File: src/rtl/mcycle_ctrl_if.sv
// Controller <-> datapath/memory bundle for mcycle_ctrl.
// master = controller (drives strobes and status), slave = datapath/memory side.
interface mcycle_ctrl_if #(
  parameter int DEPTH = 16
);
  localparam int DW = $clog2(DEPTH + 1);

  logic [3:0]    ir1;
  logic [2:0]    ir2;
  logic          dcond;
  logic          mem_rdy;

  logic          memwr;
  logic          memrd;
  logic          tmar;
  logic          ldmar;
  logic          tmdr;
  logic          ldmdr;
  logic          rd;
  logic          wr;
  logic          tsp;
  logic          ldsp;
  logic          tpc;
  logic          ldpc;
  logic          tir;
  logic          ldir;
  logic          ldt;
  logic          m1;
  logic          m2;
  logic [2:0]    fnsel;
  logic [DW-1:0] depth;
  logic          halt;
  logic [1:0]    err;

  modport master (
    input  ir1, ir2, dcond, mem_rdy,
    output memwr, memrd, tmar, ldmar, tmdr, ldmdr, rd, wr, tsp, ldsp,
           tpc, ldpc, tir, ldir, ldt, m1, m2, fnsel, depth, halt, err
  );

  modport slave (
    output ir1, ir2, dcond, mem_rdy,
    input  memwr, memrd, tmar, ldmar, tmdr, ldmdr, rd, wr, tsp, ldsp,
           tpc, ldpc, tir, ldir, ldt, m1, m2, fnsel, depth, halt, err
  );
endinterface

File: src/rtl/mcycle_ctrl.sv
// Multi-cycle controller: fetch/decode, branch, CALL/PUSH/POP sequencing with stack-depth
// tracking, per-access memory wait timeout and a sticky error halt. Outputs are registered.
module mcycle_ctrl #(
  parameter int DEPTH = 16,
  parameter int TMO   = 15
) (
  input logic           clk,
  input logic           rst_n,
  mcycle_ctrl_if.master bus
);
  localparam int DW = $clog2(DEPTH + 1);

  localparam logic [2:0]    FN_ADD    = 3'b000;
  localparam logic [2:0]    FN_INC    = 3'b100;
  localparam logic [2:0]    FN_DEC    = 3'b101;
  localparam logic [2:0]    FN_PASS   = 3'b110;
  localparam logic [2:0]    FN_PASSB  = 3'b111;
  localparam logic [7:0]    TMO_LAST  = 8'(TMO - 1);
  localparam logic [DW-1:0] DEPTH_MAX = DW'(DEPTH);
  localparam logic [DW-1:0] DEPTH_ONE = DW'(1);

  typedef enum logic [4:0] {
    S_RST, S_FETCH0, S_FETCH1, S_IRLD, S_DECODE, S_INCPC, S_SPINC,
    S_MDRLD_PC, S_MDRLD_R, S_MARSP, S_MEMWR, S_BRT, S_BRPC,
    S_MEMRD, S_MDRLD_M, S_TLD, S_SPDEC, S_POPR, S_RET, S_ALU, S_ERR
  } state_t;

  typedef enum logic [1:0] {C_BR, C_CALL, C_PUSH, C_POP} cls_t;

  typedef struct packed {
    logic memwr, memrd, tmar, ldmar, tmdr, ldmdr, rd, wr, tsp;
    logic ldsp, tpc, ldpc, tir, ldir, ldt, m1, m2;
    logic [2:0] fnsel;
  } ctl_t;

  state_t        state_q, state_d;
  cls_t          cls_q, cls_d, dec_cls;
  logic [2:0]    sub_q, sub_d;
  logic [7:0]    wcnt_q, wcnt_d;
  logic [DW-1:0] depth_q, depth_d;
  logic [1:0]    err_q, err_d;
  logic          halt_q;
  ctl_t          ctl_q, ctl_d;
  logic          mem_st;

  assign dec_cls = (bus.ir1 == 4'b1001) ? C_CALL :
                   (bus.ir1 != 4'b1111) ? C_BR   :
                   (bus.ir2 == 3'b100)  ? C_PUSH : C_POP;

  assign mem_st = (state_q == S_FETCH1) || (state_q == S_MEMWR) || (state_q == S_MEMRD);

  always_comb begin
    state_d = state_q;
    cls_d   = cls_q;
    sub_d   = sub_q;
    depth_d = depth_q;
    err_d   = err_q;
    wcnt_d  = 8'd0;
    case (state_q)
      S_RST:    state_d = S_FETCH0;
      S_FETCH0: state_d = S_FETCH1;
      S_FETCH1: if (bus.mem_rdy) state_d = S_IRLD;
      S_IRLD:   state_d = S_DECODE;
      S_DECODE: begin
        cls_d = dec_cls;
        sub_d = bus.ir2;
        // Stack limit is checked here so a failing op never touches PC or memory.
        case (dec_cls)
          C_CALL, C_PUSH: begin
            if (depth_q == DEPTH_MAX) begin
              state_d = S_ERR;
              err_d   = 2'b01;
            end else begin
              state_d = S_INCPC;
            end
          end
          C_POP: begin
            if (depth_q == '0) begin
              state_d = S_ERR;
              err_d   = 2'b10;
            end else begin
              state_d = S_INCPC;
            end
          end
          default: state_d = bus.dcond ? S_INCPC : S_FETCH0;
        endcase
      end
      S_INCPC: begin
        case (cls_q)
          C_CALL, C_PUSH: state_d = S_SPINC;
          C_POP:          state_d = S_MARSP;
          default:        state_d = S_BRT;
        endcase
      end
      S_SPINC:    state_d = (cls_q == C_CALL) ? S_MDRLD_PC : S_MDRLD_R;
      S_MDRLD_PC: state_d = S_MARSP;
      S_MDRLD_R:  state_d = S_MARSP;
      S_MARSP:    state_d = (cls_q == C_POP) ? S_MEMRD : S_MEMWR;
      S_MEMWR: begin
        if (bus.mem_rdy) begin
          state_d = (cls_q == C_CALL) ? S_BRT : S_FETCH0;
          if (depth_q != DEPTH_MAX) depth_d = depth_q + DEPTH_ONE;
        end
      end
      S_BRT:     state_d = S_BRPC;
      S_BRPC:    state_d = S_FETCH0;
      S_MEMRD:   if (bus.mem_rdy) state_d = S_MDRLD_M;
      S_MDRLD_M: state_d = S_TLD;
      S_TLD: begin
        state_d = S_SPDEC;
        if (depth_q != '0) depth_d = depth_q - DEPTH_ONE;
      end
      S_SPDEC: begin
        case (sub_q)
          3'b101:  state_d = S_POPR;
          3'b110:  state_d = S_RET;
          default: state_d = S_ALU;
        endcase
      end
      S_POPR:  state_d = S_FETCH0;
      S_RET:   state_d = S_FETCH0;
      S_ALU:   state_d = S_FETCH0;
      S_ERR:   state_d = S_ERR;
      default: state_d = S_ERR;
    endcase

    // A ready on the final wait cycle beats the timeout.
    if (mem_st && !bus.mem_rdy) begin
      if (wcnt_q == TMO_LAST) begin
        state_d = S_ERR;
        err_d   = 2'b11;
      end else begin
        wcnt_d = wcnt_q + 8'd1;
      end
    end
  end

  always_comb begin
    ctl_d = '0;
    case (state_d)
      S_FETCH0: begin
        ctl_d.tpc   = 1'b1;
        ctl_d.ldmar = 1'b1;
        ctl_d.fnsel = FN_PASS;
      end
      S_FETCH1, S_MEMRD: begin
        ctl_d.tmar  = 1'b1;
        ctl_d.memrd = 1'b1;
      end
      S_IRLD: ctl_d.ldir = 1'b1;
      S_INCPC: begin
        ctl_d.tpc   = 1'b1;
        ctl_d.ldpc  = 1'b1;
        ctl_d.fnsel = FN_INC;
      end
      S_SPINC: begin
        ctl_d.tsp   = 1'b1;
        ctl_d.ldsp  = 1'b1;
        ctl_d.fnsel = FN_INC;
      end
      S_MDRLD_PC: begin
        ctl_d.ldmdr = 1'b1;
        ctl_d.m2    = 1'b1;
        ctl_d.tpc   = 1'b1;
        ctl_d.fnsel = FN_PASS;
      end
      S_MDRLD_R: begin
        ctl_d.ldmdr = 1'b1;
        ctl_d.m2    = 1'b1;
        ctl_d.rd    = 1'b1;
        ctl_d.fnsel = FN_PASS;
      end
      S_MARSP: begin
        ctl_d.tsp   = 1'b1;
        ctl_d.ldmar = 1'b1;
        ctl_d.fnsel = FN_PASS;
      end
      S_MEMWR: begin
        ctl_d.tmar  = 1'b1;
        ctl_d.memwr = 1'b1;
      end
      S_BRT: begin
        ctl_d.tir = 1'b1;
        ctl_d.ldt = 1'b1;
      end
      S_BRPC: begin
        ctl_d.tpc   = 1'b1;
        ctl_d.ldpc  = 1'b1;
        ctl_d.fnsel = FN_ADD;
      end
      S_MDRLD_M: ctl_d.ldmdr = 1'b1;
      S_TLD: begin
        ctl_d.tmdr = 1'b1;
        ctl_d.ldt  = 1'b1;
      end
      S_SPDEC: begin
        ctl_d.tsp   = 1'b1;
        ctl_d.ldsp  = 1'b1;
        ctl_d.fnsel = FN_DEC;
      end
      S_POPR: begin
        ctl_d.wr    = 1'b1;
        ctl_d.fnsel = FN_PASSB;
      end
      S_RET: begin
        ctl_d.ldpc  = 1'b1;
        ctl_d.fnsel = FN_PASSB;
      end
      S_ALU: begin
        ctl_d.rd = 1'b1;
        ctl_d.wr = 1'b1;
        ctl_d.m1 = 1'b1;
      end
      default: ctl_d = '0;
    endcase
  end

  always_ff @(posedge clk or negedge rst_n) begin
    if (!rst_n) begin
      state_q <= S_RST;
      cls_q   <= C_BR;
      sub_q   <= 3'b000;
      wcnt_q  <= 8'd0;
      depth_q <= '0;
      err_q   <= 2'b00;
      halt_q  <= 1'b0;
      ctl_q   <= '0;
    end else begin
      state_q <= state_d;
      cls_q   <= cls_d;
      sub_q   <= sub_d;
      wcnt_q  <= wcnt_d;
      depth_q <= depth_d;
      err_q   <= err_d;
      halt_q  <= (state_d == S_ERR);
      ctl_q   <= ctl_d;
    end
  end

  assign {bus.memwr, bus.memrd, bus.tmar, bus.ldmar, bus.tmdr, bus.ldmdr, bus.rd, bus.wr,
          bus.tsp, bus.ldsp, bus.tpc, bus.ldpc, bus.tir, bus.ldir, bus.ldt, bus.m1, bus.m2,
          bus.fnsel} = ctl_q;
  assign bus.depth = depth_q;
  assign bus.halt  = halt_q;
  assign bus.err   = err_q;
endmodule

File: src/flat_wrapper.sv
// flat-port wrapper written by rule: the top's interface ports become plain ports
module mcycle_ctrl_flat 
#(
  parameter int DEPTH = 16,
  parameter int TMO   = 15
)
  (clk, rst_n, bus_ir1, bus_ir2, bus_dcond, bus_mem_rdy, bus_memwr, bus_memrd, bus_tmar, bus_ldmar, bus_tmdr, bus_ldmdr, bus_rd, bus_wr, bus_tsp, bus_ldsp, bus_tpc, bus_ldpc, bus_tir, bus_ldir, bus_ldt, bus_m1, bus_m2, bus_fnsel, bus_depth, bus_halt, bus_err);
  mcycle_ctrl_if #(.DEPTH(DEPTH)) bus_i ();
  input logic clk;
  input logic rst_n;
  input wire logic [$bits(bus_i.ir1)-1:0] bus_ir1;
  input wire logic [$bits(bus_i.ir2)-1:0] bus_ir2;
  input wire logic [$bits(bus_i.dcond)-1:0] bus_dcond;
  input wire logic [$bits(bus_i.mem_rdy)-1:0] bus_mem_rdy;
  output wire logic [$bits(bus_i.memwr)-1:0] bus_memwr;
  output wire logic [$bits(bus_i.memrd)-1:0] bus_memrd;
  output wire logic [$bits(bus_i.tmar)-1:0] bus_tmar;
  output wire logic [$bits(bus_i.ldmar)-1:0] bus_ldmar;
  output wire logic [$bits(bus_i.tmdr)-1:0] bus_tmdr;
  output wire logic [$bits(bus_i.ldmdr)-1:0] bus_ldmdr;
  output wire logic [$bits(bus_i.rd)-1:0] bus_rd;
  output wire logic [$bits(bus_i.wr)-1:0] bus_wr;
  output wire logic [$bits(bus_i.tsp)-1:0] bus_tsp;
  output wire logic [$bits(bus_i.ldsp)-1:0] bus_ldsp;
  output wire logic [$bits(bus_i.tpc)-1:0] bus_tpc;
  output wire logic [$bits(bus_i.ldpc)-1:0] bus_ldpc;
  output wire logic [$bits(bus_i.tir)-1:0] bus_tir;
  output wire logic [$bits(bus_i.ldir)-1:0] bus_ldir;
  output wire logic [$bits(bus_i.ldt)-1:0] bus_ldt;
  output wire logic [$bits(bus_i.m1)-1:0] bus_m1;
  output wire logic [$bits(bus_i.m2)-1:0] bus_m2;
  output wire logic [$bits(bus_i.fnsel)-1:0] bus_fnsel;
  output wire logic [$bits(bus_i.depth)-1:0] bus_depth;
  output wire logic [$bits(bus_i.halt)-1:0] bus_halt;
  output wire logic [$bits(bus_i.err)-1:0] bus_err;
  assign bus_i.ir1 = bus_ir1;
  assign bus_i.ir2 = bus_ir2;
  assign bus_i.dcond = bus_dcond;
  assign bus_i.mem_rdy = bus_mem_rdy;
  assign bus_memwr = bus_i.memwr;
  assign bus_memrd = bus_i.memrd;
  assign bus_tmar = bus_i.tmar;
  assign bus_ldmar = bus_i.ldmar;
  assign bus_tmdr = bus_i.tmdr;
  assign bus_ldmdr = bus_i.ldmdr;
  assign bus_rd = bus_i.rd;
  assign bus_wr = bus_i.wr;
  assign bus_tsp = bus_i.tsp;
  assign bus_ldsp = bus_i.ldsp;
  assign bus_tpc = bus_i.tpc;
  assign bus_ldpc = bus_i.ldpc;
  assign bus_tir = bus_i.tir;
  assign bus_ldir = bus_i.ldir;
  assign bus_ldt = bus_i.ldt;
  assign bus_m1 = bus_i.m1;
  assign bus_m2 = bus_i.m2;
  assign bus_fnsel = bus_i.fnsel;
  assign bus_depth = bus_i.depth;
  assign bus_halt = bus_i.halt;
  assign bus_err = bus_i.err;
  mcycle_ctrl #(.DEPTH(DEPTH), .TMO(TMO)) u_core (.clk(clk), .rst_n(rst_n), .bus(bus_i));
endmodule
File: config.mk
export PLATFORM = sky130hd
export DESIGN_NAME = mcycle_ctrl_flat
export DESIGN_NICKNAME = d
export VERILOG_FILES = /design/src/rtl/mcycle_ctrl_if.sv /design/src/rtl/mcycle_ctrl.sv /design/src/flat_wrapper.sv
export SDC_FILE = /design/constraint.sdc
export NUM_CORES = 1
export LEC_CHECK = 0
export BUFFER_PORTS_ARGS = -buffer_cell sky130_fd_sc_hd__buf_2
export CAP_MARGIN = 10
export CORE_MARGIN = 3
export CORE_UTILIZATION = 55
export CTS_BUF_LIST = sky130_fd_sc_hd__clkbuf_4
export DETAILED_ROUTE_END_ITERATION = 10
export GPL_ROUTABILITY_DRIVEN = 1
export PLACE_DENSITY = 0.77
export SETUP_SLACK_MARGIN = 0.3
export SYNTH_ARGS = -nofsm -noshare
export SYNTH_HDL_FRONTEND = slang
export SYNTH_SLANG_ARGS = --single-unit
File: constraint.sdc
create_clock -name clk -period 2.58 [get_ports clk]
set_input_delay 0 -clock clk [delete_from_list [all_inputs] [get_ports clk]]
set_output_delay 0 -clock clk [all_outputs]
set_load 0.02 [all_outputs]
==> metrics, run 1 <==
status=complete, no violations; DR iter-0 viols=between 200 and 300; vias=2668; filler instances=just over 200; M3 GR Usage=between 4 and 5%; DRC violations left=0; top_reg_cell synth=dfrtp_1; commonest non-fill, non-tap cell in the layout=buf_4; Initial Util=approximately three fifths; number of global-route vias before repair=roughly 2300; Worst Slack Setup Final=between 100 and 150 ps; cts bufs inserted=5; fmax=around 400 MHz; Mapped Nets=approximately 290; proportion of layout cells with a drive suffix above 1=a little under half; met1 Use GR=33.4%; # Max-Cap Violations=0; routed len/inst=19.1 um; Setup violations, final=0; number of synthesis warnings=0; core area=roughly 0.0045 mm2; crit-path max FO=5; CP arrival=2760 ps; post-synthesis async set-or-reset flop share=between 90% and 100%; Clock Sinks=between 40 and 50; Post-Syn Instances=roughly 270; Post-synth EDFFs=0; relative slew slack=between 60% and 70%; GP Congestion=approximately 0.95; first-pass GRT wire length=~11000 um; Max Root-Sink Buffers=2; TritonRoute pass-1 iters=5; aggregate global-route resource usage=about a quarter; Clock Skew=13.1 ps; PwrDens=approximately 320 mW/mm2; unrepaired setup endpoints after global routing=true; num rows=24; register area share after synthesis=around 44%; GR Overflow Total=0; crit path launch type=register; Core Util, Final=86.0%; die area=between 0.005 and 0.006 mm2; die extent in y=between 70 and 80 um; Worst-Skew Late Latency=approximately 370 ps; Vias per Instance=between 6 and 7; H-tree depth=2; syn_area_per_cell=around 10 um2; largest net degree at the start of global routing=26; hpwl dp=4420 um; mapped cell area=~0.0026 mm2; root buf cell=clkbuf_4; post-route ant nets=0; Die X=75.0 um; Final TNS setup=0 ps; Final Hold Fails=0; met2 GRT Util=a little over two fifths; Max Slew Vio Count=0; clock transition at the registers of the reported paths=approximately 140 ps; Period Utilization, post-route=96.0%; Period minus WS final=approximately 2500 ps; multi-input combinational cell area=approximately 0.0016 mm2; I/O pins=39; Critical Path Sink Type=register; antenna violations before repair=0; peak supply drop=approximately 290 uV; Cell variety after synth=between 60 and 70; Layout area overhead=47.1%; actual slew at the worst max-slew pin=471 ps; Ant. Diodes=0; Setup WS pre-CTS=-582 ps; Synth Register Bits=46; CTS tree=built; Pleak=about 1.9 nW; Req. time, crit path=2860 ps; grt peak-use layer=met2; Hold Crit Class=in2async; Final #Nets=~400; most frequent cells in the layout=buf_4, dfrtp_1, buf_2; CP Class=reg2reg; Tot Pwr=0.00123 W; Buffers on Ports=38; register area=roughly 0.0012 mm2; final wirelength=8310 um
[per-layer routing]
| metal | vias to the layer above | routed length (um) |
|---|---|---|
| met1 | 1260 | 3170 |
| met2 | 189 | 4030 |
| li1 | 1170 | - |
| met3 | 49 | 723 |
| met5 | - | 0 |
| met4 | 0 | 393 |
[cell type report]
cell class / count / share of cell area, %
clock buffer: 7 / 1.37
clock inverter: 1 / 0.781
inverter: 15 / 1.53
multi-input combinational: 193 / 40.9
sequential: 46 / 30.1
tap: 52 / 1.69
timing repair buffer: 121 / 23.6
[worst max-delay path, cell delays in order (launching register included)]
cell	delay, ps
dfrtp_2	450
buf_6	120
or4b_4	560
buf_6	150
nor4_4	250
a211o_1	210
or2_4	210
nor3_4	70
a31o_1	210
o21bai_1	150
[power by group]
group	internal [W]	switching, W	total [W]
clock	0.000227	0.000234	0.000460
sequential	0.000721	0.0000000136	0.000721
combinational	0.0000225	0.0000313	0.0000538
[cells in the mapped netlist (all sizes together), types with 2 or more instances]
cell | number | area share (%)
mux2i | 2 | 0.77
nand3 | 11 | 2.1
nor2b | 5 | 1.2
dfrtp | 46 | 44
or2 | 3 | 0.72
a22o | 2 | 0.67
clkbuf | 2 | 0.29
a21oi | 10 | 1.9
xnor2 | 3 | 1.0
nor4bb | 3 | 1.1
xor2 | 7 | 2.3
nor4 | 4 | 1.4
buf | 11 | 3.0
o32ai | 3 | 1.0
nand2b | 10 | 2.4
o21ai | 14 | 3.0
a31oi | 3 | 0.72
nand3b | 2 | 0.57
nor3b | 4 | 1.3
nor3 | 3 | 0.77
nand4 | 3 | 0.72
ha | 9 | 4.3
and2 | 2 | 0.48
o22ai | 3 | 0.72
a21o | 2 | 0.57
mux2 | 4 | 1.7
nand2 | 17 | 2.5
inv | 15 | 2.2
nor2 | 31 | 5.1
a211oi | 2 | 0.57
and3 | 6 | 1.4
or3 | 3 | 0.91
o211ai | 4 | 1.3
[flip-flops by register name (all words and copies together), names as in the netlist, 2 cells and up]
signal,cells
u_core.bus.depth,5
u_core.bus.err,2
u_core.sub_q,3
u_core.state_q,5
u_core.wcnt_q,8
u_core.bus.fnsel,3
u_core.cls_q,2
[metrics by stage]
stage	cells	hold slack, ps	instance area [um2]
2_1_floorplan	267	-296	2640
3_3_place_gp	392	-35.2	3170
3_5_place_dp	392	-29.7	3170
4_1_cts	420	93.8	3570
5_1_grt	435	135	3850
6_report	435	75.3	3850
[cells by family after synthesis]
group	count (synthesis)	share of synthesized area, %
xor gates and xnor gates	10	3.35
AOI/OAI and AO/OA	55	14.9
DFF	46	44.0
buffers and inverters	28	5.41
adders and majority gates	11	5.45
and+or+nand+nor	111	24.4
muxes	6	2.49
[repair_timing]
item | 4_1_cts | 5_1_grt
setup endpoints to repair | 19 | 17
gates resized for setup | 30 | 29
pin swaps | 25 | 33
endpoints found under the hold margin | 25 | 0
setup buffers | 14 | 15
gates cloned | 1 | 0
hold buffers | 5 | 0
[worst paths after layout]
path | startpoint | endpoint | slack, ps | cells after the start
setup / recovery | u_core.state_q[1] | u_core.bus.tmar | 100 | 9
hold / removal | rst_n | u_core.bus.memrd | 80 | 2
setup reg to reg | u_core.state_q[1] | u_core.bus.tmar | 100 | 9
max in group asynchronous | rst_n | u_core.bus.depth[4] | 1780 | 3
min in group clk | bus_ir1[0] | u_core.cls_q[0] | 100 | 3
hold reg to reg | u_core.bus.err[1] | u_core.bus.err[1] | 540 | 2
Power figures use the tool's default switching activity.
==> inputs of run 2 (changes only) <==
--- a/config.mk
+++ b/config.mk
@@ -7,12 +7,15 @@
 export LEC_CHECK = 0
 export BUFFER_PORTS_ARGS = -buffer_cell sky130_fd_sc_hd__buf_2
 export CAP_MARGIN = 10
+export CELL_PAD_IN_SITES_DETAIL_PLACEMENT = 2
+export CELL_PAD_IN_SITES_GLOBAL_PLACEMENT = 2
 export CORE_MARGIN = 3
-export CORE_UTILIZATION = 55
+export CORE_UTILIZATION = 37
 export CTS_BUF_LIST = sky130_fd_sc_hd__clkbuf_4
 export DETAILED_ROUTE_END_ITERATION = 10
 export GPL_ROUTABILITY_DRIVEN = 1
-export PLACE_DENSITY = 0.77
+export HOLD_SLACK_MARGIN = 0.12
+export PLACE_DENSITY_LB_ADDON = 0.1
 export SETUP_SLACK_MARGIN = 0.3
 export SYNTH_ARGS = -nofsm -noshare
 export SYNTH_HDL_FRONTEND = slang
==> constraint.sdc (replaced) <==
create_clock -name clk -period 2.8 [get_ports clk]
set_input_delay 0 -clock clk [delete_from_list [all_inputs] [get_ports clk]]
set_output_delay 0 -clock clk [all_outputs]
set_load 0.02 [all_outputs]
==> metrics, run 2 (same netlist as run 1, synthesis figures left out) <==
CTS tree=built (unchanged); crit-path max FO=7 (was 5); Max Root-Sink Buffers=2 (unchanged); num rows=30 (was 24); Period Utilization, post-route=90.4% (was 96.0%); Clock Skew=16.9 ps (was 13.1 ps); Initial Util=38.3% (was 58.4%); cts bufs inserted=5 (unchanged); Psw=0.000249 W (was 0.000265 W); Max stage delay on crit path=480 ps (was 560 ps); proportion of layout cells with a drive suffix above 1=36.2% (was 46.5%); Vias per Instance=5.44 (was 6.13); peak supply drop=154 uV (was 287 uV); clock transition at the registers of the reported paths=140 ps (about the same); relative slew slack=31.5% (was 68.5%); Max Slew Vio Count=0 (unchanged); WHS=203 ps (was 75.3 ps); aggregate global-route resource usage=18.9% (was 25.8%); Core Util, Final=50.0% (was 86.0%); Critical Path Sink Type=register (unchanged); # Max-Cap Violations=0 (unchanged); crit path launch type=register (unchanged); Period minus WS final=2530 ps (was 2480 ps); core area=0.00683 mm2 (was 0.00447 mm2); final wirelength=9060 um (was 8310 um); max reg flops=8 (unchanged); Hold Crit Class=in2reg (was in2async); Final TNS setup=0 ps (unchanged); Setup WS pre-CTS=107 ps (was -582 ps); CP Class=reg2reg (unchanged); largest reg by FF count=u_core.wcnt_q (unchanged); CP arrival=2780 ps (was 2760 ps); cell depth of the worst setup path=10 (was 9); Ant. Diodes=0 (unchanged); CP endpoint=u_core.bus.tmar (unchanged); Critical Path Most Common Cell=buf_4 (was buf_6); R2R Setup Slk=270 ps (was 100 ps); CP delay by family, top=compound AO/OA/AOI/OAI gates (was simple AND/OR/NAND/NOR gates); Pleak=1.60 nW (was 1.88 nW); GP Congestion=0.741 (was 0.952); commonest non-fill, non-tap cell in the layout=dfrtp_1 (was buf_4); Layout area overhead=30.6% (was 47.1%); Die X=90.1 um (was 75.0 um); actual slew at the worst max-slew pin=1030 ps (was 471 ps); Setup violations, final=0 (unchanged); number of global-route vias before repair=2339 (was 2313); filler instances=765 (was 206); r2r endpoint=u_core.bus.tmar (unchanged); die extent in y=90.1 um (was 75.0 um); routed len/inst=20.8 um (was 19.1 um); Reg2Reg Launch Point=u_core.state_q[2] (was u_core.state_q[1]); H-tree depth=2 (unchanged); TritonRoute pass-1 iters=4 (was 5); CP cell instances=buf_8, buf_4, buf_4, nor3b_1, o21ai_4, o21ai_1, or2_4, nor3_2, a31o_1, o21bai_1 (was buf_6, or4b_4, buf_6, nor4_4, a211o_1, or2_4, nor3_4, a31o_1, o21bai_1); Req. time, crit path=3050 ps (was 2860 ps); Buf+Inv Stages, Crit Path=3 (was 2); Worst Reg-to-Reg Cells=10 (was 9); root buf cell=clkbuf_4 (unchanged); status=complete, no violations (unchanged); Clock Power Share=31.8% (was 37.3%); Worst-Skew Late Latency=360 ps (was 370 ps); Comb pwr share=4.2% (was 4.4%); largest net degree at the start of global routing=47 (was 26); critical path launch point=u_core.state_q[2] (was u_core.state_q[1]); Final #Nets=360 (was 403); I/O pins=39 (unchanged); vias=2372 (was 2668); Flop pwr share=64.0% (was 58.4%); antenna violations before repair=0 (unchanged); post-route ant nets=0 (unchanged); Worst Slack Setup Final=269 ps (was 103 ps); fmax=395 MHz (was 404 MHz); DR iter-0 viols=66 (was 299); Clock Sinks=46 (unchanged); Net Sw Frac=24.0% (was 21.4%); PwrDens=304 mW/mm2 (was 321 mW/mm2); DRC violations left=0 (unchanged); most frequent cells in the layout=dfrtp_1, buf_2, nor2_1 (was buf_4, dfrtp_1, buf_2); first-pass GRT wire length=12500 um (was 10900 um); internal power=0.000789 W (was 0.000970 W); hpwl dp=5390 um (was 4420 um); Final Hold Fails=0 (unchanged); die area=0.00811 mm2 (was 0.00562 mm2); GR Overflow Total=0 (unchanged); Buffers on Ports=38 (unchanged); unrepaired setup endpoints after global routing=false (was true); Crit-path slowest cell=nor3b_1 (was or4b_4)
-- run 2: changes by cell type in the layout (fill, tap and decap cells not counted), sizes merged --
cell         change
buf             -46
bufinv           -1
clkinv           +2
dlygate4sd3      +2
-- run 2: power by group through the flow --
stage	clock network (W)	registers (W)	logic, W
final	0.000330	0.000664	0.0000437
after global routing	0.000376	0.000665	0.0000493
after CTS	0.000348	0.000665	0.0000427
after detailed placement	0	0.000677	0.0000355
after global placement	0	0.000677	0.0000343
after floorplan	0	0.000677	0.0000101
-- run 2: layout make-up --
cell class	count	area (um2)	area share, %
multi-input cells	193	1500	43.8
flip-flops and latches	46	1150	33.8
repair buffers	78	531	15.5
well taps	96	120	3.52
inverters	15	56.3	1.65
clock buffers	6	45.0	1.32
clock inverters	2	13.8	0.403
-- run 2: timing repair --
item                                    4_1_cts  5_1_grt
setup buffers                                 0       20
endpoints found under the hold margin        53        0
gates cloned                                  0        1
endpoints found under the setup margin       13       12
hold buffers                                  7        0
pin swaps                                     0        8
resized for setup                             5       31
-- run 2: how the worst min path moves through the flow --
stage / start / endpoint / slack (ps) / cells after the start
2_1_floorplan: rst_n / u_core.bus.depth[0] / -300 / 0
3_3_place_gp: rst_n / u_core.wcnt_q[6] / 230 / 1
3_5_place_dp: rst_n / u_core.bus.ldmar / 240 / 1
4_1_cts: bus_dcond / u_core.bus.ldmar / 140 / 4
5_1_grt: bus_dcond / u_core.bus.ldmar / 210 / 4
6_report: bus_dcond / u_core.bus.ldmar / 200 / 4
-- run 2: stage by stage --
stage	total power, W	area (um2)	cells
2_1_floorplan	0.000687	2620	267
3_3_place_gp	0.000711	2930	400
3_5_place_dp	0.000712	2930	400
4_1_cts	0.00106	3080	415
5_1_grt	0.00109	3420	436
6_report	0.00104	3420	436
-- run 2: tightest hold or removal path, stage by stage --
cell and delay [ps]:
buf_2 80, o21ai_0 80, nand3_2 260, nor4_2 120
-- run 2: routing by layer --
| metal | vias up | wire, um | global-route usage (%) |
|---|---|---|---|
| li1 | 1087 | - | - |
| met1 | 1212 | 3870 | 24.9 |
| met2 | 56 | 4640 | 32.2 |
| met3 | 17 | 317 | 3.68 |
| met4 | 0 | 232 | 4.59 |
| met5 | - | 0 | 0 |
==> inputs of run 3 (changes only) <==
--- a/config.mk
+++ b/config.mk
@@ -9,7 +9,6 @@
 export CAP_MARGIN = 10
 export CELL_PAD_IN_SITES_DETAIL_PLACEMENT = 2
 export CELL_PAD_IN_SITES_GLOBAL_PLACEMENT = 2
-export CORE_MARGIN = 3
 export CORE_UTILIZATION = 37
 export CTS_BUF_LIST = sky130_fd_sc_hd__clkbuf_4
 export DETAILED_ROUTE_END_ITERATION = 10
==> metrics, run 3 (same netlist as run 1, synthesis figures left out) <==
Pleak=1.52 nW (was 1.60 nW); Core Util, Final=47.3% (was 50.0%); Final Hold Fails=0 (unchanged); antenna violations before repair=0 (unchanged); post-route ant nets=0 (unchanged); Final TNS setup=0 ps (unchanged); GP Congestion=0.845 (was 0.741); die area=0.00741 mm2 (was 0.00811 mm2); routed len/inst=18.4 um (was 20.8 um); placed cells=401 (was 400); fmax=407 MHz (was 395 MHz); Reg2Reg Launch Point=u_core.state_q[3] (was u_core.state_q[2]); max reg flops=8 (unchanged); GR Overflow Total=0 (unchanged); Req. time, crit path=3050 ps (about the same); core area=0.00679 mm2 (was 0.00683 mm2); # Max-Cap Violations=0 (unchanged); proportion of layout cells with a drive suffix above 1=30.6% (was 36.2%); clock transition at the registers of the reported paths=140 ps (about the same); number of global-route vias before repair=2388 (was 2339); crit-path max FO=6 (was 7); DR iter-0 viols=94 (was 66); I/O pins=39 (unchanged); largest reg by FF count=u_core.wcnt_q (unchanged); root buf cell=clkbuf_4 (unchanged); PwrDens=318 mW/mm2 (was 304 mW/mm2); Clock Sinks=46 (unchanged); Setup WS pre-CTS=86.3 ps (was 107 ps); Non-Filler Instances=426 (was 436); most frequent cells in the layout=dfrtp_1, buf_2, nor2_1 (unchanged); Ant. Diodes=0 (unchanged); Die X=86.1 um (was 90.1 um); Final #Nets=350 (was 360); Initial Util=38.5% (was 38.3%); num rows=30 (unchanged); DRC violations left=0 (unchanged); Critical Path Sink Type=register (unchanged); relative slew slack=30.8% (was 31.5%); H-tree depth=2 (unchanged); Buffers on Ports=38 (unchanged); crit path launch type=register (unchanged); critical path launch point=u_core.state_q[3] (was u_core.state_q[2]); CP arrival=2700 ps (was 2780 ps); Worst Reg-to-Reg Cells=10 (unchanged); Setup violations, final=0 (unchanged); Period Utilization, post-route=87.7% (was 90.4%); status=complete, no violations (unchanged); CTS tree=built (unchanged); Clock Skew=6.96 ps (was 16.9 ps); Period minus WS final=2460 ps (was 2530 ps); first-pass GRT wire length=12400 um (was 12500 um); R2R Setup Slk=340 ps (was 270 ps); r2r endpoint=u_core.bus.fnsel[2] (was u_core.bus.tmar); hpwl dp=5490 um (was 5390 um); peak supply drop=162 uV (was 154 uV); CP endpoint=u_core.bus.fnsel[2] (was u_core.bus.tmar); Layout area overhead=22.8% (was 30.6%); Worst Slack Setup Final=344 ps (was 269 ps); actual slew at the worst max-slew pin=1040 ps (was 1030 ps); Max Root-Sink Buffers=2 (unchanged); Hold Crit Class=in2reg (unchanged); vias=2269 (was 2372); CP Class=reg2reg (unchanged); TritonRoute pass-1 iters=4 (unchanged); Max Slew Vio Count=0 (unchanged); die extent in y=86.1 um (was 90.1 um); unrepaired setup endpoints after global routing=true (was false); cts bufs inserted=5 (unchanged); largest net degree at the start of global routing=47 (unchanged); aggregate global-route resource usage=21.8% (was 18.9%); Worst-Skew Late Latency=360 ps (about the same); final wirelength=7840 um (was 9060 um); Vias per Instance=5.33 (was 5.44); commonest non-fill, non-tap cell in the layout=dfrtp_1 (unchanged)
==> run 3: changes by cell type in the layout (fill, tap and decap cells not counted), moves of 2 or more <==
| cell | before | now |
|---|---|---|
| nand2b_2 | 2 | 0 |
| dfrtp_2 | 2 | 4 |
| nand2b_1 | 6 | 10 |
| dfrtp_1 | 44 | 42 |
| buf_4 | 27 | 21 |
| nand2b_4 | 2 | 0 |
| nor2b_2 | 2 | 0 |
| nor2b_1 | 2 | 5 |
| nor4bb_4 | 2 | 0 |
==> run 3: final cells by class <==
| cell class | instances | area [um2] |
|---|---|---|
| clock buffer | 5 | 37.5 |
| timing repair buffer | 68 | 434 |
| sequential | 46 | 1160 |
| clock inverter | 3 | 16.3 |
| multi-input combinational | 193 | 1390 |
| inverter | 15 | 56.3 |
| fill | 738 | 3580 |
| tap | 96 | 120 |
==> run 3: report_power, final <==
| group | total, W | leakage, nW | switching [W] | internal (W) |
|---|---|---|---|---|
| logic | 0.0000423 | 0.901 | 0.0000264 | 0.0000159 |
| registers | 0.000664 | 0.587 | 0.0000000132 | 0.000664 |
| clock network | 0.000315 | 0.0286 | 0.000221 | 0.0000938 |
==> run 3: repair_timing <==
action | CTS | global route
endpoints found under the hold margin | 53 | 0
gates resized for setup | 7 | 9
cloned | 0 | 0
setup buffers | 0 | 10
endpoints found under the setup margin | 9 | 4
hold buffers | 7 | 0
==> run 3: through the flow <==
step / total power (W) / area [um2] / hold slack, ps
2_1_floorplan: 0.000687 / 2620 / -296
3_3_place_gp: 0.000712 / 2940 / 231
3_5_place_dp: 0.000713 / 2940 / 240
4_1_cts: 0.00104 / 3100 / 157
5_1_grt: 0.00107 / 3210 / 184
6_report: 0.00102 / 3210 / 160
==> run 3: worst min-delay path by stage <==
| stage | from | endpoint | slack (ps) | cells past startpoint |
|---|---|---|---|---|
| global placement | bus_ir2[0] | u_core.sub_q[0] | 230 | 3 |
| global route | bus_dcond | u_core.bus.ldmar | 180 | 4 |
| finish | bus_dcond | u_core.bus.ldmar | 160 | 4 |
| floorplan | rst_n | u_core.bus.depth[0] | -300 | 0 |
| detailed placement | bus_ir2[0] | u_core.sub_q[0] | 240 | 3 |
| CTS | bus_dcond | u_core.bus.ldmar | 160 | 4 |
==> run 3: critical path: stages, from the launching register on <==
cell and delay [ps]:
dfrtp_2 470, clkbuf_2 170, nand2b_1 230, a211oi_2 290, o32ai_1 130, nor4bb_2 300
buf_4 200, buf_4 130, o32ai_1 90, o22ai_1 210, nand3_1 110
==> run 3: layer usage <==
layer  up-vias  wire length [um]  global-route usage (%)
li1       1059                 -                       -
met1      1151              3450                    27.7
met2        47              4080                    38.5
met3        12               184                    3.46
met4         0               119                    5.91
met5         -                 0                       0
